===== src/rtl/logic_unit_pipe_pkg.sv =====
// Purpose: shared opcode width and opcode constants for the pipelined logic unit.
// Ports:   none (package).
package logic_unit_pkg;

  localparam int OP_W = 3;

  localparam logic [OP_W-1:0] OP_AND  = 3'b000;
  localparam logic [OP_W-1:0] OP_OR   = 3'b001;
  localparam logic [OP_W-1:0] OP_XOR  = 3'b010;
  localparam logic [OP_W-1:0] OP_NOT  = 3'b011;
  localparam logic [OP_W-1:0] OP_MUX  = 3'b100;
  localparam logic [OP_W-1:0] OP_DMUX = 3'b101;
  localparam logic [OP_W-1:0] OP_PASS = 3'b110;
  localparam logic [OP_W-1:0] OP_RSVD = 3'b111;

endpackage


===== src/rtl/logic_unit_pipe_if.sv =====
// Purpose: bundles the input/output handshakes, operands, accumulator clear
//          and observed accumulator of the logic unit.
// Ports:   master = producer/consumer side (drives in_valid, op, use_acc, a, b,
//          acc_clr, out_ready); slave = the logic unit (drives in_ready,
//          out_valid, result, zero, err, acc).
interface logic_unit_pipe_if #(
  parameter int WIDTH = 8
);
  import logic_unit_pkg::*;

  logic            in_valid;
  logic            in_ready;
  logic [OP_W-1:0] op;
  logic            use_acc;
  logic [WIDTH-1:0] a;
  logic [WIDTH-1:0] b;
  logic            acc_clr;
  logic            out_valid;
  logic            out_ready;
  logic [WIDTH-1:0] result;
  logic            zero;
  logic            err;
  logic [WIDTH-1:0] acc;

  modport master (
    output in_valid, op, use_acc, a, b, acc_clr, out_ready,
    input  in_ready, out_valid, result, zero, err, acc
  );

  modport slave (
    input  in_valid, op, use_acc, a, b, acc_clr, out_ready,
    output in_ready, out_valid, result, zero, err, acc
  );

endinterface


===== src/rtl/logic_unit_pipe_core.sv =====
// Purpose: combinational opcode-selected logic function.
// Ports:   op_i (opcode), a_i (effective operand A), b_i (operand b) ->
//          result_o, zero_o (result is all zeros), err_o (reserved opcode).
module logic_unit_core
  import logic_unit_pkg::*;
#(
  parameter int WIDTH = 8
) (
  input  logic [OP_W-1:0]  op_i,
  input  logic [WIDTH-1:0] a_i,
  input  logic [WIDTH-1:0] b_i,
  output logic [WIDTH-1:0] result_o,
  output logic             zero_o,
  output logic             err_o
);

  localparam int SEL_W = $clog2(WIDTH);

  logic [SEL_W-1:0] sel;

  assign sel = b_i[SEL_W-1:0];

  always_comb begin
    result_o = '0;
    err_o    = 1'b0;
    case (op_i)
      OP_AND:  result_o = a_i & b_i;
      OP_OR:   result_o = a_i | b_i;
      OP_XOR:  result_o = a_i ^ b_i;
      OP_NOT:  result_o = ~a_i;
      OP_MUX:  result_o[0] = a_i[sel];
      OP_DMUX: result_o = WIDTH'(a_i[0]) << sel;
      OP_PASS: result_o = b_i;
      default: err_o = 1'b1;
    endcase
  end

  assign zero_o = (result_o == '0);

endmodule


===== src/rtl/logic_unit_pipe.sv =====
// Purpose: two-stage pipelined logic unit with valid/ready handshakes and an
//          accumulator that can stand in for operand a.
// Ports:   clk, rst (async, active-high); bus (slave modport) carrying the
//          input handshake + operands, acc_clr, output handshake + result,
//          zero, err flags and the accumulator value.
module logic_unit_pipe
  import logic_unit_pkg::*;
#(
  parameter int WIDTH = 8
) (
  input  logic            clk,
  input  logic            rst,
  logic_unit_pipe_if.slave bus
);

  logic             s1_valid_q, s1_valid_d;
  logic [OP_W-1:0]  s1_op_q, s1_op_d;
  logic             s1_use_acc_q, s1_use_acc_d;
  logic [WIDTH-1:0] s1_a_q, s1_a_d;
  logic [WIDTH-1:0] s1_b_q, s1_b_d;

  logic             s2_valid_q, s2_valid_d;
  logic [WIDTH-1:0] result_q, result_d;
  logic             zero_q, zero_d;
  logic             err_q, err_d;
  logic [WIDTH-1:0] acc_q, acc_d;

  logic             adv2;
  logic             in_xfer;
  logic [WIDTH-1:0] eff_a;
  logic [WIDTH-1:0] core_result;
  logic             core_zero;
  logic             core_err;

  assign adv2    = s1_valid_q && (!s2_valid_q || bus.out_ready);
  assign bus.in_ready = !rst && (!s1_valid_q || adv2);
  assign in_xfer = bus.in_valid && bus.in_ready;

  // acc_q is the pre-edge value, so chained use_acc transactions see the
  // previous result and an acc_clr in the same cycle does not affect them.
  assign eff_a = s1_use_acc_q ? acc_q : s1_a_q;

  logic_unit_core #(.WIDTH(WIDTH)) u_core (
    .op_i     (s1_op_q),
    .a_i      (eff_a),
    .b_i      (s1_b_q),
    .result_o (core_result),
    .zero_o   (core_zero),
    .err_o    (core_err)
  );

  always_comb begin
    s1_valid_d   = s1_valid_q;
    s1_op_d      = s1_op_q;
    s1_use_acc_d = s1_use_acc_q;
    s1_a_d       = s1_a_q;
    s1_b_d       = s1_b_q;
    if (in_xfer) begin
      s1_valid_d   = 1'b1;
      s1_op_d      = bus.op;
      s1_use_acc_d = bus.use_acc;
      s1_a_d       = bus.a;
      s1_b_d       = bus.b;
    end else if (adv2) begin
      s1_valid_d = 1'b0;
    end

    s2_valid_d = s2_valid_q;
    result_d   = result_q;
    zero_d     = zero_q;
    err_d      = err_q;
    if (adv2) begin
      s2_valid_d = 1'b1;
      result_d   = core_result;
      zero_d     = core_zero;
      err_d      = core_err;
    end else if (bus.out_ready) begin
      s2_valid_d = 1'b0;
    end

    // Clear beats the write-back of a transaction leaving S1 this cycle.
    acc_d = acc_q;
    if (bus.acc_clr) begin
      acc_d = '0;
    end else if (adv2 && !core_err) begin
      acc_d = core_result;
    end
  end

  always_ff @(posedge clk or posedge rst) begin
    if (rst) begin
      s1_valid_q   <= 1'b0;
      s1_op_q      <= '0;
      s1_use_acc_q <= 1'b0;
      s1_a_q       <= '0;
      s1_b_q       <= '0;
      s2_valid_q   <= 1'b0;
      result_q     <= '0;
      zero_q       <= 1'b0;
      err_q        <= 1'b0;
      acc_q        <= '0;
    end else begin
      s1_valid_q   <= s1_valid_d;
      s1_op_q      <= s1_op_d;
      s1_use_acc_q <= s1_use_acc_d;
      s1_a_q       <= s1_a_d;
      s1_b_q       <= s1_b_d;
      s2_valid_q   <= s2_valid_d;
      result_q     <= result_d;
      zero_q       <= zero_d;
      err_q        <= err_d;
      acc_q        <= acc_d;
    end
  end

  assign bus.out_valid = s2_valid_q;
  assign bus.result    = result_q;
  assign bus.zero      = zero_q;
  assign bus.err       = err_q;
  assign bus.acc       = acc_q;

endmodule


===== src/flat_wrapper.sv =====
// flat-port wrapper written by rule: the top's interface ports become plain ports
module logic_unit_pipe_flat import logic_unit_pkg::*;
#(
  parameter int WIDTH = 8
)
  (clk, rst, bus_in_valid, bus_op, bus_use_acc, bus_a, bus_b, bus_acc_clr, bus_out_ready, bus_in_ready, bus_out_valid, bus_result, bus_zero, bus_err, bus_acc);
  logic_unit_pipe_if #(.WIDTH(WIDTH)) bus_i ();
  input  logic clk;
  input  logic rst;
  input wire logic [$bits(bus_i.in_valid)-1:0] bus_in_valid;
  input wire logic [$bits(bus_i.op)-1:0] bus_op;
  input wire logic [$bits(bus_i.use_acc)-1:0] bus_use_acc;
  input wire logic [$bits(bus_i.a)-1:0] bus_a;
  input wire logic [$bits(bus_i.b)-1:0] bus_b;
  input wire logic [$bits(bus_i.acc_clr)-1:0] bus_acc_clr;
  input wire logic [$bits(bus_i.out_ready)-1:0] bus_out_ready;
  output wire logic [$bits(bus_i.in_ready)-1:0] bus_in_ready;
  output wire logic [$bits(bus_i.out_valid)-1:0] bus_out_valid;
  output wire logic [$bits(bus_i.result)-1:0] bus_result;
  output wire logic [$bits(bus_i.zero)-1:0] bus_zero;
  output wire logic [$bits(bus_i.err)-1:0] bus_err;
  output wire logic [$bits(bus_i.acc)-1:0] bus_acc;
  assign bus_i.in_valid = bus_in_valid;
  assign bus_i.op = bus_op;
  assign bus_i.use_acc = bus_use_acc;
  assign bus_i.a = bus_a;
  assign bus_i.b = bus_b;
  assign bus_i.acc_clr = bus_acc_clr;
  assign bus_i.out_ready = bus_out_ready;
  assign bus_in_ready = bus_i.in_ready;
  assign bus_out_valid = bus_i.out_valid;
  assign bus_result = bus_i.result;
  assign bus_zero = bus_i.zero;
  assign bus_err = bus_i.err;
  assign bus_acc = bus_i.acc;
  logic_unit_pipe #(.WIDTH(WIDTH)) u_core (.clk(clk), .rst(rst), .bus(bus_i));
endmodule

===== config.mk =====
export PLATFORM = sky130hd
export DESIGN_NAME = logic_unit_pipe_flat
export DESIGN_NICKNAME = d
export VERILOG_FILES = /design/src/rtl/logic_unit_pipe_pkg.sv /design/src/rtl/logic_unit_pipe_if.sv /design/src/rtl/logic_unit_pipe_core.sv /design/src/rtl/logic_unit_pipe.sv /design/src/flat_wrapper.sv
export SDC_FILE = /design/constraint.sdc
export NUM_CORES = 1
export LEC_CHECK = 0
export CAP_MARGIN = 15
export CORE_MARGIN = 2
export CORE_UTILIZATION = 31
export CTS_CLUSTER_DIAMETER = 50
export DETAILED_ROUTE_END_ITERATION = 12
export GPL_TIMING_DRIVEN = 0
export SETUP_SLACK_MARGIN = 0.05
export SLEW_MARGIN = 10
export SYNTH_ARGS = -nofsm -noshare
export SYNTH_HDL_FRONTEND = slang
export SYNTH_SLANG_ARGS = --single-unit

===== constraint.sdc =====
create_clock -name clk -period 4.4 [get_ports clk]
set_clock_uncertainty 0.05 [all_clocks]
set_input_delay 0.66 -clock clk [delete_from_list [all_inputs] [get_ports clk]]
set_output_delay 0.66 -clock clk [all_outputs]
set_load 0.05 [all_outputs]

# == Word-level counts from Yosys, hierarchy flattened ==
# Index checks and enable logic that the tools add are counted.
# Widths: inputs -> output; s select.
# word_totals
memories,0
register_bits,40
inputBits,25
latchBits,0
mem_bits_rw,0
romBits,0
# op_classes
n_eq_ne,6
mux,12
div_mod_pow,0
reduce_logical,15
magnitude_cmp,1
n_mul,0
shift,1
n_bitwise,4
n_addsub,0
# ops
op,count
$pmux 7 s6,1
$mux 8,3
$eq 3x3->1 const B,3
$and 8x8->8,1
$logic_not 8->1,1
$not 8->8,1
$or 8x8->8,1
$shl 1x3->8,1
$xor 8x8->8,1
$pmux 1 s7,1
$reduce_or 7->1,1
$eq 3x2->1 const B,2
$mux 1,6
$reduce_bool 2->1,3
$logic_and 1x1->1,4
$lt 3x4->1 const B,1
$bmux 1 s3,1
$eq 3x1->1 const B,1
$logic_not 1->1,3
$logic_not 3->1,1
$logic_or 1x1->1,2

# == Depth between registers and ports, before layout ==
# depth
depth_word,7
depth_mapped,9
depth_no_buf,8

# == Hierarchy ==
# Synthesis repeated with hierarchy kept, for this count alone.
# unflattened
cells_unflattened,234
hier_area_um2,2570.0
# modules_own_cells
mod,area_per_inst_um2,instances,cells_per_inst
logic_unit_pipe,1684.1,1,119
logic_unit_core,885.8,1,115

# == Worst setup path before layout ==
# OpenSTA, ideal clock, no wires.
# synth_timing
path_kind,register to register
from,"register u_core.s2_valid_q, in the netlist u_core.bus.out_valid"
to,register u_core.s1_a_q[6]
arrival_ps,2282
period_less_slack_ps,2457
setup_slack_ps,1943
stages_incl_launch_ff,6
required_time_ps,4225
n_path_buf,1
path_cell_list,dfrtp_1 nor2b_1 a21oi_1 nand2_1 buf_2 mux2_2
# synth_between
elab_chain_cells,6
# synth_rtl
element,line_no,rtl
"start, declared",logic_unit_pipe.sv:22,"logic s2_valid_q, s2_valid_d;"
"start signal, assigned",logic_unit_pipe.sv:108,s2_valid_q <= s2_valid_d;
$logic_not 1->1,logic_unit_pipe.sv:35,assign adv2 = s1_valid_q && (!s2_valid_q || bus.out_ready);
$logic_or 1x1->1,logic_unit_pipe.sv:35,
$logic_and 1x1->1,logic_unit_pipe.sv:35,
$logic_or 1x1->1,logic_unit_pipe.sv:36,assign bus.in_ready = !rst && (!s1_valid_q || adv2);
$logic_and 1x1->1,logic_unit_pipe.sv:36,
named net bus_in_ready,flat_wrapper.sv:17,output wire logic [$bits(bus_i.in_ready)-1:0] bus_in_ready;
$logic_and 1x1->1,logic_unit_pipe.sv:37,assign in_xfer = bus.in_valid && bus.in_ready;
"end signal, assigned",logic_unit_pipe.sv:95,s1_a_q <= '0;
"end signal, assigned",logic_unit_pipe.sv:106,s1_a_q <= s1_a_d;
"end, declared",logic_unit_pipe.sv:19,"logic [WIDTH-1:0] s1_a_q, s1_a_d;"
# The timed path passes the listed nets, and every way through them passes these cells.
# A chain may end at the register's enable or synchronous reset.

# == Worst setup path in the final report ==
# layout_timing
from,input bus_out_ready
to,output bus_in_ready
# layout_between
elab_chain_cells,4
# layout_rtl
element,line_no,rtl
"start, declared",flat_wrapper.sv:16,input wire logic [$bits(bus_i.out_ready)-1:0] bus_out_ready;
$logic_or 1x1->1,logic_unit_pipe.sv:35,
$logic_and 1x1->1,logic_unit_pipe.sv:35,
$logic_or 1x1->1,logic_unit_pipe.sv:36,
$logic_and 1x1->1,logic_unit_pipe.sv:36,
"end, declared",flat_wrapper.sv:17,
# No other way between the ends.

==> results.md <==
* Cell mode on critical path: clkdlybuf4s50_1
* CP max stage delay at 830 ps
* Non-filler cells, final at 389
* Final WL at 6287 um
* Number of top-level pins at 45
* Ys Warns at 0
* Die X at 93.31 um
* CP startpoint kind: primary input
* Root Driver: clkbuf_8
* RePlAce Congestion at 0.9095
* Final setup vio count at 0
* Routed vias at 1939
* Cells after Synth at 235
* Count leader, synth: dfrtp_1
* Initial Utilization at 31.99%
* Slew margin rel. at 48.35%
* Layout area overhead at 27.33%
* Worst Path Max Fanout at 2
* CTS sink count at 40
* Worst path slowest cell: clkdlybuf4s50_1
* Setup Fix Bufs, Post-CTS at 0
* Synth area leader: dfrtp_1
* CP top delay family: buffers and inverters
* Worst IR Drop VDD at 0.2577 mV
* Top post-synthesis cells by count: 40 x dfrtp_1, 37 x nand2_1, 24 x mux2_2
* Vias in the first global route at 1982
* Syn Nets at 277
* Routed len/inst at 16.16 um
* Design area at 3148 um^2
* Hold Slack at 432.1 ps
* Leakage power at 1.405 nW
* Vias per cell at 4.985
* HP Class: flop to flop
* Hold Fails Final Rpt at 0
* Largest cells by area after synthesis: dfrtp_1 40%, mux2_2 11%, ha_1 8.6%
* Post-route DRC violation count at 0
* Top-area cell type share of the netlist area at 40.49%
* Synth cell types at 45
* Post-Syn Area per Cell at 10.52 um^2
* Fin crit share at 66.16%
* Reg-to-reg setup timing slack at 1880 ps
* CTS max path bufs at 2
* Fmax achieved at 343.5 MHz
* Worst-margin pin slew at 771.2 ps
* Initial antenna violation count at 0
* Setup TNS at 0 ps
* Global-route wire length before repair at 10260 um
* Critical path class: primary input to output port
* Total Power at 1.403 mW
* Worst-Skew Late Latency at 300 ps
* Power Dens Cells at 445.6 nW/um^2
* Status: finished, final reports clean
* Post-cts repair resize count at 0
* Crit path from: bus_out_ready
* Rows at 32
* Placed cell count at 381
* RSZ-0062 raised after global routing: no
* CP Data Required Time at 3690 ps
* Placed Instance Area at 3050 um^2
* TritonCTS Buffers at 5
* Prevailing post-synth register cell: dfrtp_1
* Die H at 93.31 um
* Buffers & Inverters on Critical Path at 2
* H-tree depth at 2
* Max Cap Violations at 0
* Crit path DAT at 2200 ps
* Pin count of the biggest net entering global routing at 29
* Post-layout min period at 2911 ps
* Final Net Count at 328
* Final HPWL DP at 4795 um
* CTS tree: done
* CP cell instances: clkdlybuf4s50_1 -> nor2b_1 -> a21oi_1 -> clkdlybuf4s50_1
* Gr ovfl total at 0
* Worst Setup End Kind: output port
* Port Buffers at 43
* Total GRT Usage at 15.13%
* Final slew viol count at 0
* DIE AREA at 8706 um^2
* Number of enable flip-flop cells after synthesis at 0
* Hold Crit Start: u_core.bus.result[6]$_DFFE_PP0P_
* Post-Syn Area at 2472 um^2
* DR pass1 iterations at 4
* Post-CTS Hold Fix Bufs at 0
* Antenna-violating nets left at 0
* Core ar. at 7727 um^2
* Reg2Reg Launch Point: u_core.s1_use_acc_q$_DFFE_PP0P_
* Flop and latch count out of synthesis at 40
* Post-synthesis async set-or-reset flop share at 100.0%
* Worst-path clk slew at 90 ps
* Share of cells above drive strength 1 at 18.12%
* Seq/Total Area, Yosys at 40.49%
* DRT iter0 DRCs at 144
* Diodes inserted at 0
## registers in the layout, summed over array words and instances (netlist names), 3 cells and up
register,count
u_core.bus.acc,8
u_core.bus.result,8
u_core.s1_a_q,8
u_core.s1_b_q,8
u_core.s1_op_q,3
## cell type report
type / count / area [um^2]
Clock inverter: 2 / 15.01
Timing Repair Buffer: 44 / 450.4
Fill cell: 771 / 4579
Clock buffer: 6 / 82.58
Buffer: 14 / 77.57
Inverter: 17 / 63.81
Sequential cell: 40 / 1001
Tap cell: 102 / 127.6
Multi-Input combinational cell: 164 / 1330
## cells in the final DEF (no fill, tap or decap), types with 2 or more instances in the layout
master | netlist | routed
o221ai_1 | 2 | 2
mux2_2 | 24 | 24
nor2_1 | 5 | 5
ha_1 | 17 | 17
a22oi_1 | 4 | 4
nand2_1 | 37 | 37
nand2b_1 | 4 | 4
a21oi_1 | 11 | 11
o22a_1 | 4 | 4
nor3b_1 | 3 | 3
nor2b_1 | 2 | 2
nand4_1 | 2 | 2
clkbuf_1 | 3 | 3
buf_2 | 5 | 5
mux4_2 | 2 | 2
clkinvlp_4 | 0 | 2
nor3_1 | 2 | 2
buf_1 | 2 | 2
mux2i_1 | 11 | 11
a32oi_1 | 5 | 5
buf_4 | 3 | 3
and3b_1 | 3 | 3
dfrtp_1 | 40 | 40
clkbuf_8 | 0 | 6
o211ai_1 | 4 | 4
inv_1 | 17 | 16
clkdlybuf4s50_1 | 0 | 43
or3_1 | 2 | 2
nand3_1 | 2 | 2
## tightest hold or removal path, delay by kind of cell (launching register included)
| kind | cells | cell delay (ps) |
|---|---|---|
| DFF | 1 | 350 |
| and+or+nand+nor | 2 | 110 |
## where the power goes
| part | switching (mW) | internal, mW |
|---|---|---|
| clock network | 0.139 | 0.127 |
| logic | 0.381 | 0.257 |
| registers | 0.0594 | 0.439 |
## path summary, 6_finish.rpt
path / to / cells past startpoint
worst max-delay path: bus_in_ready / 4
max in group asynchronous: u_core.bus.result[3]$_DFFE_PP0P_ / 3
worst max register to register: u_core.bus.zero$_DFFE_PP0P_ / 8
worst min-delay path: u_core.bus.result[6]$_DFFE_PP0P_ / 2
min in group asynchronous: u_core.s1_b_q[4]$_DFFE_PP0P_ / 2
worst min register to register: u_core.bus.result[6]$_DFFE_PP0P_ / 2
## cell families (layout without fill, tap and decap cells)
group | count (synthesis) | count (layout) | share of synthesized area [%]
fa+ha+maj | 17 | 17 | 8.603
simple gates | 68 | 68 | 13.77
flops | 40 | 40 | 40.49
buf+inv | 31 | 83 | 5.718
mux | 39 | 39 | 18.83
compound gates | 40 | 40 | 12.60
## layer usage
| metal | vias to the layer above | wire length [um] | global-route usage [%] | share of wire, % |
|---|---|---|---|---|
| met5 | - | 0 | 0 | 0 |
| met4 | 0 | 91 | 3.799 | 1.4 |
| met3 | 8 | 229 | 2.981 | 3.6 |
| met2 | 36 | 2991 | 23.80 | 48 |
| met1 | 955 | 2975 | 21.39 | 47 |
| li1 | 940 | - | - | - |
## per-stage QoR
step	setup slack, ps	utilization [%]
floorplan	1943	-
global placement	1487	39.22
detailed placement	1483	39.48
CTS	1482	40.74
global route	1365	40.74
finish	1489	40.74
Power figures use the tool's default switching activity.
